[src/rtl/rename_ctl.sv]
// rename_ctl -- rename controller for the register alias table (RAT).
//
// Owns the physical tag free list (circular FIFO, reset to tags 0..NTAGS-1 in
// order) and hands the RAT one destination tag per rename. On a mispredict
// flush it walks every architectural register, force-setting each RAT entry
// from the retirement register file (ARF), then force-sets the flags entry and
// reinitialises the free list.
//
// Optional feature macro: RENAME_CTL_FREE_BYPASS_EN
//   When defined, a tag freed in the same cycle the free list is empty can be
//   handed straight to a rename.
//
// Ports:
//   clk, rst_n            clock (rising edge), async active-low reset
//   ren_valid/ren_ready   rename handshake
//   ren_has_res           rename writes a result register (allocates a tag)
//   ren_wr_flags          rename writes flags
//   ren_res_reg           destination architectural register
//   ren_tag               tag for this rename
//   tag_free_en/tag_free  retire returns a tag to the free list
//   flush_req             mispredict recovery request
//   flush_busy/flush_done recovery in progress / one-cycle completion pulse
//   arf_addr, arf_data    ARF read port (data one cycle after address)
//   arf_flags             committed flags
//   rat_*                 RAT write port (rename writes and force-sets)
module rename_ctl #(
    parameter int DATAW    = 32,
    parameter int TAGW     = 6,
    parameter int REGADDRW = 5,
    parameter int FLAGSW   = 4
) (
    input  logic                clk,
    input  logic                rst_n,
    input  logic                ren_valid,
    output logic                ren_ready,
    input  logic                ren_has_res,
    input  logic                ren_wr_flags,
    input  logic [REGADDRW-1:0] ren_res_reg,
    output logic [TAGW-1:0]     ren_tag,
    input  logic                tag_free_en,
    input  logic [TAGW-1:0]     tag_free,
    input  logic                flush_req,
    output logic                flush_busy,
    output logic                flush_done,
    output logic [REGADDRW-1:0] arf_addr,
    input  logic [DATAW-1:0]    arf_data,
    input  logic [FLAGSW-1:0]   arf_flags,
    output logic                rat_en,
    output logic [REGADDRW-1:0] rat_res_reg,
    output logic [TAGW-1:0]     rat_res_tag,
    output logic                rat_res_en,
    output logic                rat_flags_en,
    output logic                rat_force_set,
    output logic                rat_force_set_flags,
    output logic [DATAW-1:0]    rat_force_value
);

    localparam int NTAGS = 2 ** TAGW;
    localparam int NREGS = 2 ** REGADDRW;

    typedef enum logic [1:0] {
        S_IDLE,
        S_WALK,
        S_FLAGS,
        S_DONE
    } state_t;

    state_t              r_state;
    logic [TAGW-1:0]     r_fifo [NTAGS];
    logic [TAGW-1:0]     r_head;
    logic [TAGW-1:0]     r_tail;
    logic [TAGW:0]       r_count;
    logic [REGADDRW:0]   r_idx;     // walk step, 0..NREGS

    logic                w_idle;
    logic                w_empty;
    logic                w_full;
    logic                w_bypass;
    logic                w_ready;
    logic                w_fire;
    logic                w_alloc;
    logic                w_byp_use;
    logic                w_pop;
    logic                w_push;
    logic                w_walk_wr;
    logic [TAGW-1:0]     w_tag;

    assign w_idle  = (r_state == S_IDLE);
    assign w_empty = (r_count == '0);
    assign w_full  = (r_count == (TAGW+1)'(NTAGS));

`ifdef RENAME_CTL_FREE_BYPASS_EN
    // Empty list but a tag is being returned right now: offer it directly.
    assign w_bypass = w_idle & w_empty & tag_free_en;
`else
    assign w_bypass = 1'b0;
`endif

    // A flush request wins over a rename in the same cycle.
    assign w_ready   = w_idle & ~flush_req & (~w_empty | w_bypass);
    assign w_fire    = ren_valid & w_ready;
    assign w_alloc   = w_fire & ren_has_res;
    assign w_byp_use = w_bypass & w_alloc;
    // Flags-only renames peek at the head tag without consuming it.
    assign w_pop     = w_alloc & ~w_byp_use;
    // A full list can still take a push when the same cycle pops (slot reuse).
    assign w_push    = w_idle & tag_free_en & ~w_byp_use & (~w_full | w_pop);
    assign w_tag     = w_bypass ? tag_free : r_fifo[r_head];

    // Walk step k>=1 writes register k-1 with the ARF data read in step k-1.
    assign w_walk_wr = (r_state == S_WALK) & (r_idx != '0);

    assign ren_ready           = w_ready;
    assign ren_tag             = w_tag;
    assign rat_res_tag         = w_tag;
    assign rat_res_en          = w_alloc;
    assign rat_flags_en        = w_fire & ren_wr_flags;
    assign rat_en              = w_alloc | w_walk_wr;
    assign rat_force_set       = w_walk_wr;
    assign rat_force_set_flags = (r_state == S_FLAGS);
    assign flush_busy          = ~w_idle;
    assign flush_done          = (r_state == S_DONE);
    // Last walk step (idx==NREGS) wraps the low bits to 0; no read is needed there.
    assign arf_addr            = (r_state == S_WALK) ? r_idx[REGADDRW-1:0] : '0;

    always_comb begin
        rat_res_reg = '0;
        if (w_idle) begin
            rat_res_reg = ren_res_reg;
        end else if (w_walk_wr) begin
            // idx==NREGS has zero low bits, so the subtraction wraps to NREGS-1.
            rat_res_reg = r_idx[REGADDRW-1:0] - 1'b1;
        end
    end

    always_comb begin
        rat_force_value = '0;
        if (w_walk_wr) begin
            rat_force_value = arf_data;
        end else if (r_state == S_FLAGS) begin
            rat_force_value = {{(DATAW-FLAGSW){1'b0}}, arf_flags};
        end
    end

    always_ff @(posedge clk or negedge rst_n) begin
        if (!rst_n) begin
            r_state <= S_IDLE;
            r_head  <= '0;
            r_tail  <= '0;
            r_count <= (TAGW+1)'(NTAGS);
            r_idx   <= '0;
            for (int i = 0; i < NTAGS; i++) begin
                r_fifo[i] <= TAGW'(i);
            end
        end else begin
            case (r_state)
                S_IDLE: begin
                    if (w_push) begin
                        r_fifo[r_tail] <= tag_free;
                        r_tail         <= r_tail + 1'b1;
                    end
                    if (w_pop) begin
                        r_head <= r_head + 1'b1;
                    end
                    r_count <= r_count + {{TAGW{1'b0}}, w_push} - {{TAGW{1'b0}}, w_pop};
                    if (flush_req) begin
                        r_state <= S_WALK;
                        r_idx   <= '0;
                    end
                end
                S_WALK: begin
                    r_idx <= r_idx + 1'b1;
                    if (r_idx == (REGADDRW+1)'(NREGS)) begin
                        r_state <= S_FLAGS;
                    end
                end
                S_FLAGS: begin
                    r_state <= S_DONE;
                end
                S_DONE: begin
                    // Every in-flight tag died with the flush: rebuild the full list.
                    r_head  <= '0;
                    r_tail  <= '0;
                    r_count <= (TAGW+1)'(NTAGS);
                    for (int i = 0; i < NTAGS; i++) begin
                        r_fifo[i] <= TAGW'(i);
                    end
                    r_state <= S_IDLE;
                end
                default: begin
                    r_state <= S_IDLE;
                end
            endcase
        end
    end

endmodule

[config.mk]
export PLATFORM = sky130hd
export DESIGN_NAME = rename_ctl
export DESIGN_NICKNAME = d
export VERILOG_FILES = /design/src/rtl/rename_ctl.sv
export SDC_FILE = /design/constraint.sdc
export NUM_CORES = 1
export LEC_CHECK = 0
export ABC_AREA = 0
export CORE_MARGIN = 10
export CORE_UTILIZATION = 45
export CTS_CLUSTER_DIAMETER = 100
export DETAILED_ROUTE_END_ITERATION = 16
export MAX_ROUTING_LAYER = met4
export PLACE_DENSITY = 0.72
export SLEW_MARGIN = 20
export SYNTH_ARGS = -nofsm -noshare
export SYNTH_HDL_FRONTEND = slang
export SYNTH_SLANG_ARGS = --single-unit
[constraint.sdc]
create_clock -name clk -period 4.5 [get_ports clk]
set_input_delay 0.675 -clock clk [delete_from_list [all_inputs] [get_ports clk]]
set_output_delay 0.675 -clock clk [all_outputs]
set_load 0.1 [all_outputs]
## Word-level counts from Yosys, hierarchy flattened

Index checks and enable logic that the tools add are counted.
Widths: inputs -> output; s select.

- Bits in registers: 411
- Input port bits: 54
- Output and inout bits: 62
- Word-level logic and storage cells: 136

- Add/subtract/negate cells: 6
- Order comparisons: 3
- Eq/ne operators: 9
- Muxes and demuxes: 23
- Bitwise operators: 16
- Reduce and logical (&&, ||, !) cells: 10

Operators by type and width:

| cell | number |
|---|---|
| $pmux 384 s2 | 1 |
| $bwmux 384 | 1 |
| $mux 384 | 1 |
| $bmux 6 s6 | 1 |
| $demux 6 s6 | 1 |
| $mux 6 | 6 |
| $pmux 6 s2 | 3 |
| $mux 32 | 1 |
| $add 6x1->6 const B | 3 |
| $mux 5 | 3 |
| $ge 7x7->1 const B | 2 |
| $not 6->7 | 2 |
| $pmux 7 s2 | 1 |
| $and 1x1->1 | 8 |
| $pmux 2 s4 | 1 |
| $reduce_and 2->1 | 4 |
| $add 7x1->7 | 1 |
| $eq 7x7->1 const B | 1 |
| $logic_not 7->1 | 1 |
| $lt 7x1->1 const B | 1 |
| $sub 7x1->7 | 1 |
| $eq 6x6->1 const B | 1 |
| $ne 2x1->1 const B | 3 |
| $reduce_bool 6->1 | 1 |
| 11 further kinds | 18 |

## Logic depth before layout (Yosys ltp)

- Word-level depth: 10
- Mapped depth: 18
- Mapped depth without buffers: 16

## Worst setup path before layout

No wires, ideal clock.

- Path type: flip-flop to output port
- Start: register r_head[1]
- End: output port ren_tag[5]
- Data arrival time: 4.314 ns
- Data required time: 3.825 ns
- Slack: -0.489 ns
- Stages on the path, launching flop included: 10
- Path buffers: 4
- Path through: dfrtp_1 buf_2 clkbuf_1 clkbuf_1 mux4_2 nand2_1 o211ai_1 o21ai_0 nor3_1 buf_4

- Longest elaborated chain between the ends: 4

RTL lines:

| item | line | RTL |
|---|---|---|
| start, declared | 70 | `logic [TAGW-1:0] r_head;` |
| start signal, assigned | 163 | `r_head <= r_head + 1'b1;` |
| $not 6->7 (not written as such) | 108 | `assign w_tag = w_bypass ? tag_free : r_fifo[r_head];` |
| $bmux 6 s6 | 108 |  |
| $mux 6 (not written as such) (2 in a row) | 108 |  |
| end, declared | 39 | `output logic [TAGW-1:0] ren_tag,` |

No other way between the ends. The select of a mux whose other input is x is not followed.

## Worst setup path in the final report

- Start: register r_head[0]
- End: output port ren_tag[3]

Same word-level chain as after synthesis.

==> results.md <==
* Run status: finished clean
* Sw frac at 0.455
* WP data arrival at 3.73 ns
* Nets at 2,000
* Worst min-delay path class: input port to asynchronous set/reset pin
* Number of DRC markers in iteration 0 at 2,273
* Post-cts hold buffer count at 0
* Critical Path Start Type: register
* Max-slew violation total from the final report at 0
* Max-cap violations at 0
* Critical Path Fanout Max at 30
* Number of different library cells in the post-synthesis netlist at 64
* Flop pwr share at 0.289
* Period utilisation layout at 0.979
* Clk_skew at 0.0213 ns
* Post-route DRC violation count at 0
* RSZ-0062 raised after global routing: false
* Via count of the first global-routing pass at 17,100
* Number of rows created at floorplan at 78
* Warnings, synthesis at 0
* Max Freq at 227 MHz
* Die H at 234 µm
* Combinational family with the most area after synthesis: compound AO/OA/AOI/OAI gates
* Wire length of the first global-routing pass at 102,000 µm
* Mapped Cells at 1,845
* Utilization of the core after routing at 0.529
* Mapped cell area at 20,500 µm²
* Antenna violations before repair at 3
* Count of antenna-violating nets left after detailed routing at 0
* Number of levels in the clock H-tree at 2
* Layout area overhead at 16.7%
* Post-synthesis average cell area at 11.1 µm²
* Overall routing resource usage at 0.246
* Largest incremental delay on the critical path at 0.88 ns
* Xor and xnor fraction of the mapped netlist area at 0.00469
* Total power per unit cell area at 664 nW/µm²
* Worst r2r dst: r_count[6]
* Setup slack of the worst register-to-register path at 1.09 ns
* Met2 wirelength from detailed routing at 29,200 µm
* Setup violation total in the final timing report at 0
* Area of the core region at 45,300 µm²
* Final critical delay including setup and external delays at 4.40 ns
* Net Count, Synth at 1,919
* Sequential-to-total area share from yosys stat at 0.512
* Leak Pwr at 10.5 nW
* Die X at 234 µm
* Classification of the worst setup path: register to output port
* Combined area of the multi-input logic cells at 9240 µm²
* Number of flops mapped to enable cells by yosys at 0
* Clk slew on worst S/H paths at 0.06 ns
* Clock latency of the later-clocked register in the worst-skew pair at 0.58 ns
* DP Wirelength at 43,300 µm
* Cells resized by post-CTS repair at 0
* Vias per cell at 6.53
* Setup Buffers After CTS at 0
* Total Die Area at 54,600 µm²
* Proportion of netlist area held by the largest area contributor at 0.265
* Pin count of the biggest net entering global routing at 118
* Post-place setup slack at 0.551 ns
* Synthesized flop and latch total at 411
* WP data required at 3.83 ns
* Longest Clk Path Bufs at 3
* Met3 wirelength from detailed routing at 7220 µm
* Number of cells on the worst reg-to-reg path at 16
* Most common library cell in the layout ignoring fill and taps: nand2_1
* Cell chain of the critical path: buf_4 -> mux4_2 -> mux2i_1 -> o21ai_0 -> a211oi_1 -> nor3_2 -> buf_12
* Basic-gate share of the synthesized area counting and, or, nand and nor cells at 0.118
* Register area at 10,500 µm²
* Initial cell density of the core at 0.454
* First-pass DRT Iterations at 6
* Number of fill cells in the layout at 3,831
* Largest area contributor in the synthesized netlist: dfrtp_1
* Clock network power share at 0.245
* CTS root buf: clkbuf_16
* Main flop type after synthesis: dfrtp_1
* Overall power after layout at 15.9 mW
* Proportion of power drawn by combinational gates at 0.466
* FFs w/ async S/R, synth at 1.00
* Compound-Gate Fraction of Synth Area at 0.196
* Standard cell with the maximum stage delay on the critical path: dfrtp_4
* Highest routing layer actually used: met4
* Least-Margin Pin Slew at 1.01 ns
* Total routed wire length on the met1 layer at 25,500 µm
* Routed length per placed instance at 25.3 µm
* Final hold viol count at 0
* Power Internal at 8.67 mW
* Top cells by area, synth: dfrtp_1 (27%), dfstp_2 (25%), mux4_2 (11%)
* # clock sinks at 411
* Total global routing overflow at 0
* Adder and majority gate portion of the synthesized area at 0.0125
* Startpoint of the worst setup timing path: r_head[0]
* Portion of netlist area occupied by mux cells at 0.116
* Clock tree from TritonCTS: done
* Final critical-path setup slack at 0.0964 ns
* Commonest cells after routing, fill and taps aside: nand2_1 (290), dfrtp_1 (216), dfstp_2 (193)
* Total wire length after detailed routing at 64,900 µm
* Total clock buffers created by CTS at 45
* Via total after detailed routing at 16,800
* Psw at 7.25 mW
* Type of element capturing the critical path: output port
* Worst slew slack as a fraction of its limit at 0.322
* Input/output buffers at 115
* Fraction of layout cells with a size suffix above 1 at 0.268
* Launch point of the worst reg-to-reg path: r_count[5]
* Final TNS setup at 0 ns
* Largest vdd supply drop at 1.27 mV
* Final estimated routing congestion in global placement at 0.958
* Ports at 116
==> state kept, by name, summed over array words and instances (netlist names) <==
name     flops
r_count      7
r_fifo     384
r_state      2
r_head       6
r_idx        6
r_tail       6
==> power by group through the flow <==
stage	clock network (mW)	logic, mW	registers (mW)
2_1_floorplan	0	5.61	4.25
3_3_place_gp	0	7.24	4.61
3_5_place_dp	0	7.34	4.63
4_1_cts	3.93	7.37	4.58
5_1_grt	4.09	7.78	4.63
6_report	3.89	7.42	4.60
==> per-layer routing <==
metal	global-route usage	vias to the layer above
li1	-	7012
met3	0.0550	212
met1	0.318	8434
met4	0.114	0
met2	0.365	1102
met5	-	-
==> stage by stage <==
stage | cells | hold WS [ns] | area, µm²
global route | 2565 | 0.257 | 24000
global placement | 2479 | 0.441 | 22400
CTS | 2562 | 0.220 | 24000
floorplan | 1845 | 0.379 | 20600
detailed placement | 2479 | 0.450 | 22400
finish | 2565 | 0.149 | 24000
==> synthesized netlist by cell type (all sizes together), types with 2 or more instances <==
| cell type | count |
|---|---|
| o21a | 2 |
| a32o | 2 |
| and3 | 3 |
| nand3 | 69 |
| nand3b | 3 |
| or2 | 3 |
| a22oi | 19 |
| nand2b | 7 |
| nor3b | 2 |
| nand2 | 291 |
| dfrtp | 218 |
| or3b | 2 |
| and3b | 3 |
| nor2b | 12 |
| nor3 | 10 |
| a221oi | 8 |
| a21o | 3 |
| o221ai | 8 |
| o31ai | 8 |
| xor2 | 6 |
| ha | 19 |
| mux4 | 97 |
| inv | 44 |
| nor2 | 93 |
| buf | 52 |
| a22o | 150 |
| xnor2 | 5 |
| a21oi | 51 |
| and2 | 41 |
| mux2i | 19 |
| dfstp | 193 |
| o211ai | 156 |
| o21ai | 113 |
| a211oi | 13 |
| clkbuf | 98 |
| a31oi | 2 |
| or3 | 3 |
| o2111ai | 4 |
==> cells by family after synthesis <==
| family | count (synthesis) |
|---|---|
| fa+ha+maj | 20 |
| mux | 116 |
| simple gates | 547 |
| buf+inv | 194 |
| compound gates | 546 |
| flops | 411 |
| xor+xnor | 11 |
==> critical path, delay by kind of cell (launching register included) <==
kind / cells / cell delay, ns
muxes: 2 / 0.81
DFF: 1 / 0.88
and+or+nand+nor: 1 / 0.19
AOI/OAI and AO/OA: 2 / 0.66
buffers and inverters: 2 / 0.57
==> worst max-delay path by stage <==
stage,slack [ns],cells after the start,to
2_1_floorplan,0.24,9,ren_tag[4]
3_3_place_gp,0.63,15,r_count[6]
3_5_place_dp,0.55,15,r_count[6]
4_1_cts,0.14,7,ren_tag[3]
5_1_grt,0.03,6,ren_tag[1]
6_report,0.1,7,ren_tag[3]
==> cell type report <==
type / count / area share
timing repair buffer: 184 / 0.0710
clock inverter: 11 / 0.00658
clock buffer: 72 / 0.0588
multi-input combinational: 1240 / 0.386
antenna: 3 / 0.000313
sequential: 411 / 0.439
inverter: 44 / 0.00699
tap: 600 / 0.0313
(Power assumes the default switching activity.)
